## src/rtl/alarm_controller_if.sv

```systemverilog
// Control/status bundle between the alarm FSM and its surroundings.
// The master side drives tick/arm/disarm/sensor; the slave side reports status.
interface alarm_controller_if #(
   parameter int CNT_W = 4
);
   logic             tick;
   logic             arm;
   logic             disarm;
   logic             sensor;
   logic             armed;
   logic             siren;
   logic             beeper;
   logic [2:0]       state;
   logic [CNT_W-1:0] countdown;

   modport master (
      output tick, arm, disarm, sensor,
      input  armed, siren, beeper, state, countdown
   );

   modport slave (
      input  tick, arm, disarm, sensor,
      output armed, siren, beeper, state, countdown
   );
endinterface

```

## src/rtl/alarm_controller.sv

```systemverilog
// Arming/alarm sequencer timed by prescaler tick edges.
// Optional macro ALARM_SENSOR_SYNC_EN adds a two-flop synchroniser on sensor.
module alarm_controller #(
   parameter int EXIT_TICKS  = 8,
   parameter int ENTRY_TICKS = 6,
   parameter int SIREN_TICKS = 15,
   parameter int CNT_W       = 4
) (
   input  logic                clk,
   input  logic                rst_n,
   alarm_controller_if.slave   bus
);

   typedef enum logic [2:0] {
      DISARMED    = 3'd0,
      EXIT_DELAY  = 3'd1,
      ARMED       = 3'd2,
      ENTRY_DELAY = 3'd3,
      ALARM       = 3'd4
   } state_t;

   localparam logic [CNT_W-1:0] EXIT_LOAD  = CNT_W'(EXIT_TICKS);
   localparam logic [CNT_W-1:0] ENTRY_LOAD = CNT_W'(ENTRY_TICKS);
   localparam logic [CNT_W-1:0] SIREN_LOAD = CNT_W'(SIREN_TICKS);
   localparam logic [CNT_W-1:0] CNT_ONE    = CNT_W'(1);
   localparam logic [CNT_W-1:0] CNT_ZERO   = '0;

   state_t           state_q, state_nxt;
   logic [CNT_W-1:0] cnt_q, cnt_nxt;
   logic             beep_q, beep_nxt;
   logic             armed_q, armed_nxt;
   logic             siren_q, siren_nxt;
   logic             tick_q;
   logic             tick_edge;
   logic             sensor_fsm;

   // A stretched strobe must count only once, so only the rising edge is used.
   assign tick_edge = bus.tick & ~tick_q;

`ifdef ALARM_SENSOR_SYNC_EN
   logic sensor_meta, sensor_sync;

   always_ff @(posedge clk or negedge rst_n) begin
      if (!rst_n) begin
         sensor_meta <= 1'b0;
         sensor_sync <= 1'b0;
      end else begin
         sensor_meta <= bus.sensor;
         sensor_sync <= sensor_meta;
      end
   end

   assign sensor_fsm = sensor_sync;
`else
   assign sensor_fsm = bus.sensor;
`endif

   always_comb begin
      state_nxt = state_q;
      cnt_nxt   = cnt_q;
      beep_nxt  = 1'b0;

      case (state_q)
         DISARMED: begin
            cnt_nxt = CNT_ZERO;
            if (bus.arm) begin
               state_nxt = EXIT_DELAY;
               cnt_nxt   = EXIT_LOAD;
            end
         end
         EXIT_DELAY: begin
            beep_nxt = beep_q;
            if (tick_edge) begin
               if (cnt_q == CNT_ONE) begin
                  state_nxt = ARMED;
                  cnt_nxt   = CNT_ZERO;
                  beep_nxt  = 1'b0;
               end else begin
                  cnt_nxt  = cnt_q - CNT_ONE;
                  beep_nxt = ~beep_q;
               end
            end
         end
         ARMED: begin
            cnt_nxt = CNT_ZERO;
            if (sensor_fsm) begin
               state_nxt = ENTRY_DELAY;
               cnt_nxt   = ENTRY_LOAD;
            end
         end
         ENTRY_DELAY: begin
            beep_nxt = beep_q;
            if (tick_edge) begin
               if (cnt_q == CNT_ONE) begin
                  state_nxt = ALARM;
                  cnt_nxt   = SIREN_LOAD;
                  beep_nxt  = 1'b0;
               end else begin
                  cnt_nxt  = cnt_q - CNT_ONE;
                  beep_nxt = ~beep_q;
               end
            end
         end
         ALARM: begin
            if (tick_edge) begin
               if (cnt_q == CNT_ONE) begin
                  state_nxt = ARMED;
                  cnt_nxt   = CNT_ZERO;
               end else begin
                  cnt_nxt = cnt_q - CNT_ONE;
               end
            end
         end
         default: begin
            state_nxt = DISARMED;
            cnt_nxt   = CNT_ZERO;
         end
      endcase

      // Disarm wins over every expiry, trip or arm request in the same cycle.
      if (bus.disarm) begin
         state_nxt = DISARMED;
         cnt_nxt   = CNT_ZERO;
         beep_nxt  = 1'b0;
      end

      armed_nxt = (state_nxt == ARMED) || (state_nxt == ENTRY_DELAY) ||
                  (state_nxt == ALARM);
      siren_nxt = (state_nxt == ALARM);
   end

   always_ff @(posedge clk or negedge rst_n) begin
      if (!rst_n) begin
         state_q <= DISARMED;
         cnt_q   <= CNT_ZERO;
         beep_q  <= 1'b0;
         armed_q <= 1'b0;
         siren_q <= 1'b0;
         tick_q  <= 1'b0;
      end else begin
         state_q <= state_nxt;
         cnt_q   <= cnt_nxt;
         beep_q  <= beep_nxt;
         armed_q <= armed_nxt;
         siren_q <= siren_nxt;
         tick_q  <= bus.tick;
      end
   end

   assign bus.state     = state_q;
   assign bus.countdown = cnt_q;
   assign bus.beeper    = beep_q;
   assign bus.armed     = armed_q;
   assign bus.siren     = siren_q;

endmodule

```

## src/flat_wrapper.sv

```systemverilog
// flat-port wrapper written by rule: the top's interface ports become plain ports
module alarm_controller_flat 
#(
   parameter int EXIT_TICKS  = 8,
   parameter int ENTRY_TICKS = 6,
   parameter int SIREN_TICKS = 15,
   parameter int CNT_W       = 4
)
  (clk, rst_n, bus_tick, bus_arm, bus_disarm, bus_sensor, bus_armed, bus_siren, bus_beeper, bus_state, bus_countdown);
  alarm_controller_if #(.CNT_W(CNT_W)) bus_i ();
  input  logic clk;
  input  logic rst_n;
  input wire logic [$bits(bus_i.tick)-1:0] bus_tick;
  input wire logic [$bits(bus_i.arm)-1:0] bus_arm;
  input wire logic [$bits(bus_i.disarm)-1:0] bus_disarm;
  input wire logic [$bits(bus_i.sensor)-1:0] bus_sensor;
  output wire logic [$bits(bus_i.armed)-1:0] bus_armed;
  output wire logic [$bits(bus_i.siren)-1:0] bus_siren;
  output wire logic [$bits(bus_i.beeper)-1:0] bus_beeper;
  output wire logic [$bits(bus_i.state)-1:0] bus_state;
  output wire logic [$bits(bus_i.countdown)-1:0] bus_countdown;
  assign bus_i.tick = bus_tick;
  assign bus_i.arm = bus_arm;
  assign bus_i.disarm = bus_disarm;
  assign bus_i.sensor = bus_sensor;
  assign bus_armed = bus_i.armed;
  assign bus_siren = bus_i.siren;
  assign bus_beeper = bus_i.beeper;
  assign bus_state = bus_i.state;
  assign bus_countdown = bus_i.countdown;
  alarm_controller #(.EXIT_TICKS(EXIT_TICKS), .ENTRY_TICKS(ENTRY_TICKS), .SIREN_TICKS(SIREN_TICKS), .CNT_W(CNT_W)) u_core (.clk(clk), .rst_n(rst_n), .bus(bus_i));
endmodule
```

## config.mk

```make
export PLATFORM = sky130hd
export DESIGN_NAME = alarm_controller_flat
export DESIGN_NICKNAME = d
export VERILOG_FILES = /design/src/rtl/alarm_controller_if.sv /design/src/rtl/alarm_controller.sv /design/src/flat_wrapper.sv
export SDC_FILE = /design/constraint.sdc
export NUM_CORES = 1
export LEC_CHECK = 0
export ABC_AREA = 1
export CORE_MARGIN = 3
export CORE_UTILIZATION = 48
export CTS_BUF_LIST = sky130_fd_sc_hd__clkbuf_16
export DETAILED_ROUTE_END_ITERATION = 12
export MAX_ROUTING_LAYER = met4
export PLACE_DENSITY_LB_ADDON = 0.1
export SLEW_MARGIN = 30
export SYNTH_ARGS = -nofsm -noshare
export SYNTH_HDL_FRONTEND = slang
export SYNTH_SLANG_ARGS = --single-unit
```

## constraint.sdc

```tcl
create_clock -name clk -period 1.7 [get_ports clk]
set_input_delay 0.34 -clock clk [delete_from_list [all_inputs] [get_ports clk]]
set_output_delay 0.34 -clock clk [all_outputs]
set_load 0.1 [all_outputs]
```

==> results of run 1 <==
[logic make-up (layout without fill, tap and decap cells)]
family                   after synthesis  count (layout)
XOR/XNOR                               1               1
AND/OR/NAND/NOR                       49              49
adder cells (fa/ha/maj)                2               2
AO/OA/AOI/OAI                         12              12
flip-flops                            11              11
buffers and inverters                 19              37
[cells in the mapped netlist (all sizes together) (2+ instances only)]
cell,n,area share
dfrtp,11,0.39
inv,18,0.095
nand3,4,0.028
ha,2,0.035
nor2,11,0.11
o21ai,7,0.055
nand2,34,0.18
[sequential cells by signal, summed over array words and instances (netlist names)]
| register | count |
|---|---|
| u_core.bus.armed | 1 |
| u_core.bus.beeper | 1 |
| u_core.bus.countdown | 4 |
| u_core.bus.siren | 1 |
| u_core.bus.state | 3 |
| u_core.tick_q | 1 |
[per-stage QoR]
stage | hold WS [ns] | cell area [um2] | std cells | worst slack, ns | utilization
final | 0.439 | 1050 | 127 | 0.237 | 0.781
after global routing | 0.457 | 1050 | 127 | 0.0840 | 0.781
after CTS | 0.456 | 1050 | 127 | 0.245 | 0.781
after detailed placement | 0.547 | 976 | 123 | 0.0984 | 0.723
after global placement | 0.532 | 976 | 123 | 0.139 | 0.723
after floorplan | 0.0444 | 714 | 94 | 0.0281 | -
[power groups by stage]
stage	Sequential, mW	Combinational (mW)	Clock, mW
global placement	0.304	0.265	0
floorplan	0.381	0.0978	0
CTS	0.302	0.273	0.418
finish	0.302	0.272	0.418
detailed placement	0.305	0.270	0
global route	0.304	0.291	0.427
[routing by layer]
| layer | vias up | wire (um) | GRT usage |
|---|---|---|---|
| met5 | - | 0 | - |
| met4 | 0 | 41 | 0.127 |
| met3 | 6 | 67 | 0.0325 |
| met2 | 17 | 938 | 0.372 |
| met1 | 319 | 768 | 0.259 |
| li1 | 320 | - | - |
[how the worst min path moves through the flow]
stage,from,endpoint,slack (ns)
after global placement,u_core.bus.beeper,u_core.bus.beeper,0.53
final,rst_n,u_core.bus.state[1],0.44
after CTS,rst_n,u_core.bus.state[1],0.46
after detailed placement,u_core.bus.countdown[1],u_core.bus.countdown[1],0.55
after floorplan,rst_n,u_core.bus.armed,0.04
after global routing,rst_n,u_core.bus.state[1],0.46
[area by class of cell]
cell class	instances	area, um2
timing repair buffer	15	250
clock buffer	3	75.1
sequential	11	280
tap	15	18.8
multi-input combinational	64	359
inverter	18	67.6
fill	87	295
clock inverter	1	3.75
[critical path, stage by stage (launching register included)]
cell and delay, ns:
dfrtp_2 0.43, inv_1 0.10, ha_1 0.17, nand3_1 0.14
nor2_1 0.20, nor2_4 0.06, nand2_1 0.07, nand2_1 0.06
nand2_1 0.06, nand2_1 0.06
==> results.yml, run 1 <==
run_status:
  status: "finished clean"
timing:
  fmax_mhz: 684
  setup_viol: 0
  tightest_slew_ns: 0.487
  setup_tns_ns: 0
  maxSlewHeadroom: 0.674
  period_share: 0.861
  skew_ns: 0.000835
  finalCriticalPeriod_ns: 1.46
  finalMaxSlewViolations: 0
  rsz0062_at_grt: "false"
  finalHoldViolCount: 0
setup_path:
  worstSetupStartpointType: "flop"
  crit_end: "u_core.bus.countdown[3]"
  r2r-start: "u_core.bus.countdown[1]"
  endpoint_kind: "flop"
  required_ns: 1.82
  critical_path.startpoint: "u_core.bus.countdown[1]"
  worst-setup-path-type: "flop to flop"
  reg2reg_depth: 9
  crit_arrival_ns: 1.58
  crit_path_max_fanout: 4
  r2r-end: "u_core.bus.countdown[3]"
  r2r_slack_ns: 0.24
die:
  initial_utilization: 0.525
  dieArea_um2: 1980
  die_h_um: 44.4
  core_area_um2: 1350
  die_w_um: 44.4
  io_pins: 16
  fp-row-count: 13
cts:
  worst_skew_pair.late_latency_ns: 0.23
  postCtsHoldBufs: 0
  cts.path.max_buffers: 2
  clk_pin_slew_worst_paths_ns: 0.04
  clockRootBuffer: "clkbuf_16"
  cts_tree: "yes"
  post_cts_buffers: 0
  clock-sinks: 11
  cts_buffers: 3
  h-tree-depth: 1
  cts-resized-gates: 0
global_routing:
  antenna_found_initial: 0
  grt_max_degree: 12
  overflow: 0
  grtUsageTotal: 0.225
  grt_pass1_vias: 716
  grt_pass1_wl_mm: 3.09
yosys:
  synth_seq_cells: 11
  yosysSeqAreaShare: 0.388
  synth_ff_type: "dfrtp_1"
  synth_nets: 102
  synth_edf_count: 0
  synthMuxAreaShare: 0
  synthSimpleGateAreaFrac: 0.325
  synth-compound-area-share: 0.134
  syn_avg_cell_area_um2: 7.55
  postSynthCellCount: 94
  synthArstFlopShare: 1.00
  synth_xor_area_frac: 0.0123
  synth_top_family_by_area: "simple AND/OR/NAND/NOR gates"
  yosysWarnings: 0
  synth_fa_ha_area_frac: 0.0353
  synth.cell_area_um2: 709
  yosysUniqueCellTypes: 21
finish:
  layout.nets: 121
  n_antenna_cell: 0
  layout-drive-gt1-share: 0.277
  area.growth.synth_to_final_pct: 48.7
  layout_commonest_cell: "nand2_1"
  final_cell_mix: "nand2_1, inv_1, buf_12"
pwr:
  p_total_mw: 0.991
  p_seq_frac: 0.304
  netSwitchingFraction: 0.312
  p_int_mw: 0.682
  peakVddDrop_mv: 0.854
  clkPwrFrac: 0.421
  power_leakage_nw: 0.530
  switchingPower_mw: 0.309
  powerDensity_nw_per_um2: 940
  combinationalPowerShare: 0.274
drt:
  routed_wl_mm: 1.82
  drc: 0
  firstDrtPassIters: 4
  detail_route.iter0.violations: 14
  vias: 662
  ant_nets: 0
  viasPerCell: 5.21
  post_drt_wl_per_cell_um: 14.3
hold_path:
  worstHoldPathType: "input pin to async pin"
placement:
  dp_hpwl_mm: 1.29
  io_buffers: 15
  gp_routability_congestion: 0.773
job:
  maxCapViolations: 0
Power figures use the tool's default switching activity.
==> run 2: changes to the inputs <==
CAP_MARGIN = 20   (was not set)
SETUP_SLACK_MARGIN = 0.5   (was not set)
==> run 2 against run 1 <==
Against the previous run: clock skew rose by 0.00069 ns; clock power barely moved; die area unchanged; register-to-register slack got worse by 0.02 ns; first-iteration DRC count rose by 14%.
==> results.yml, run 2 (same netlist as run 1, synthesis figures left out) <==
hold_path:
  worstHoldPathType: "input pin to flop"
  hold_depth: 1
  holdPathEnd: "u_core.tick_q"
  hold_start: "bus_tick"
global_routing:
  grt_pass1_vias: 794
  overflow: 0
  grtUsageTotal: 0.268
  grt_pass1_wl_mm: 3.69
  antenna_found_initial: 0
  grt_max_degree: 12
finish:
  final_core_util: 0.937
  layout-drive-gt1-share: 0.521
  area.growth.synth_to_final_pct: 78.3
  layout.nets: 130
  largest_reg_flops: 4
  n_antenna_cell: 0
  layout_commonest_cell: "nand2_1"
  final_cell_mix: "nand2_1, inv_1, buf_12"
setup_path:
  endpoint_kind: "flop"
  worst-setup-path-type: "flop to flop"
  r2r-start: "u_core.bus.countdown[0]"
  crit_path_max_fanout: 4
  max_stage_delay_ns: 0.50
  r2r-end: "u_core.bus.countdown[0]"
  reg2reg_depth: 8
  cp_slowest_cell: "dfrtp_4"
  crit_arrival_ns: 1.60
  cpMostUsedCell: "buf_6"
  r2r_slack_ns: 0.22
  path_cells: "ha_4 > nand2_4 > nor2_4 > buf_6 > buf_6 > buf_6 > o21ai_2 > o21ai_2"
  worstSetupStartpointType: "flop"
  required_ns: 1.82
timing:
  finalCriticalPeriod_ns: 1.48
  maxSlewHeadroom: 0.657
  rsz0062_at_grt: "true"
  skew_ns: 0.00152
  worst_slack_ns: 0.222
  tightest_slew_ns: 0.512
  finalHoldViolCount: 0
  setup_tns_ns: 0
  fmax_mhz: 676
  period_share: 0.870
  setup_viol: 0
  finalMaxSlewViolations: 0
placement:
  gp_routability_congestion: 0.801
  dp_hpwl_mm: 1.24
  io_buffers: 15
  pre_cts_ws_ns: 0.104
pwr:
  p_seq_frac: 0.285
  p_int_mw: 0.720
  combinationalPowerShare: 0.324
  powerDensity_nw_per_um2: 850
  clkPwrFrac: 0.391
  power_leakage_nw: 0.602
  peakVddDrop_mv: 0.708
  netSwitchingFraction: 0.330
  switchingPower_mw: 0.355
die:
  core_area_um2: 1350
  die_h_um: 44.4
  die_w_um: 44.4
  fp-row-count: 13
  dieArea_um2: 1980
  initial_utilization: 0.525
  io_pins: 16
drt:
  routed_wl_mm: 2.47
  vias: 741
  firstDrtPassIters: 4
  post_drt_wl_per_cell_um: 18.2
  detail_route.iter0.violations: 16
  ant_nets: 0
  drc: 0
  viasPerCell: 5.45
cts:
  cts.path.max_buffers: 2
  worst_skew_pair.late_latency_ns: 0.24
  clock-sinks: 11
  clk_pin_slew_worst_paths_ns: 0.04
  h-tree-depth: 1
  cts_tree: "yes"
  cts_buffers: 3
  postCtsHoldBufs: 0
  clockRootBuffer: "clkbuf_16"
job:
  maxCapViolations: 0
run_status:
  status: "finished clean"
[run 2: stage by stage]
| step | cells | instance area (um2) | power, mW | hold slack [ns] |
|---|---|---|---|---|
| floorplan | 94 | 749 | 0.486 | 0.0444 |
| detailed placement | 123 | 1010 | 0.582 | 0.494 |
| finish | 136 | 1260 | 1.08 | 0.247 |
| CTS | 136 | 1210 | 1.03 | 0.452 |
| global route | 136 | 1260 | 1.11 | 0.276 |
| global placement | 123 | 1010 | 0.577 | 0.497 |
[run 2: routing by layer]
metal	vias up	wire (um)	share of wire	global-route usage
met5	-	0	0	-
li1	344	-	-	-
met4	0	34	0.014	0.102
met3	7	137	0.055	0.0813
met1	365	1000	0.40	0.297
met2	25	1300	0.53	0.448
[run 2: how the worst max path moves through the flow]
stage | start | to | slack [ns] | depth (start not counted)
3_5_place_dp | bus_tick | u_core.bus.armed | 0.10 | 8
5_1_grt | u_core.bus.countdown[1] | u_core.bus.armed | 0.18 | 9
4_1_cts | u_core.bus.countdown[1] | u_core.bus.armed | 0.26 | 9
6_report | u_core.bus.countdown[0] | u_core.bus.countdown[0] | 0.22 | 8
2_1_floorplan | u_core.bus.countdown[1] | u_core.bus.armed | 0.22 | 9
3_3_place_gp | bus_tick | u_core.bus.armed | 0.15 | 8
[run 2: final cells by class]
class                      count  area (um2)
clock buffer                   3        75.1
clock inverter                 1        3.75
fill                          43        85.1
inverter                      18        70.1
multi-input combinational     64         469
sequential                    11         297
tap                           15        18.8
timing repair buffer          24         332
[run 2: what timing repair did]
action / CTS / global route
resized for setup: 16 / 13
endpoints found under the hold margin: 0 / 0
endpoints found under the setup margin: 17 / 17
pin swaps: 7 / 6
buffers inserted: 9 / 0
[run 2: power groups by stage]
stage / combinational, mW / clock (mW) / sequential [mW]
floorplan: 0.0995 / 0 / 0.387
finish: 0.348 / 0.421 / 0.307
detailed placement: 0.272 / 0 / 0.310
global route: 0.364 / 0.435 / 0.307
CTS: 0.315 / 0.415 / 0.304
global placement: 0.267 / 0 / 0.310
[run 2: worst max-delay path, delay by kind of cell (launching register included)]
kind            cells  cell delay, ns
fa+ha+maj           1            0.20
buf+inv             3            0.32
flops               1            0.50
simple gates        2            0.12
compound gates      2            0.23
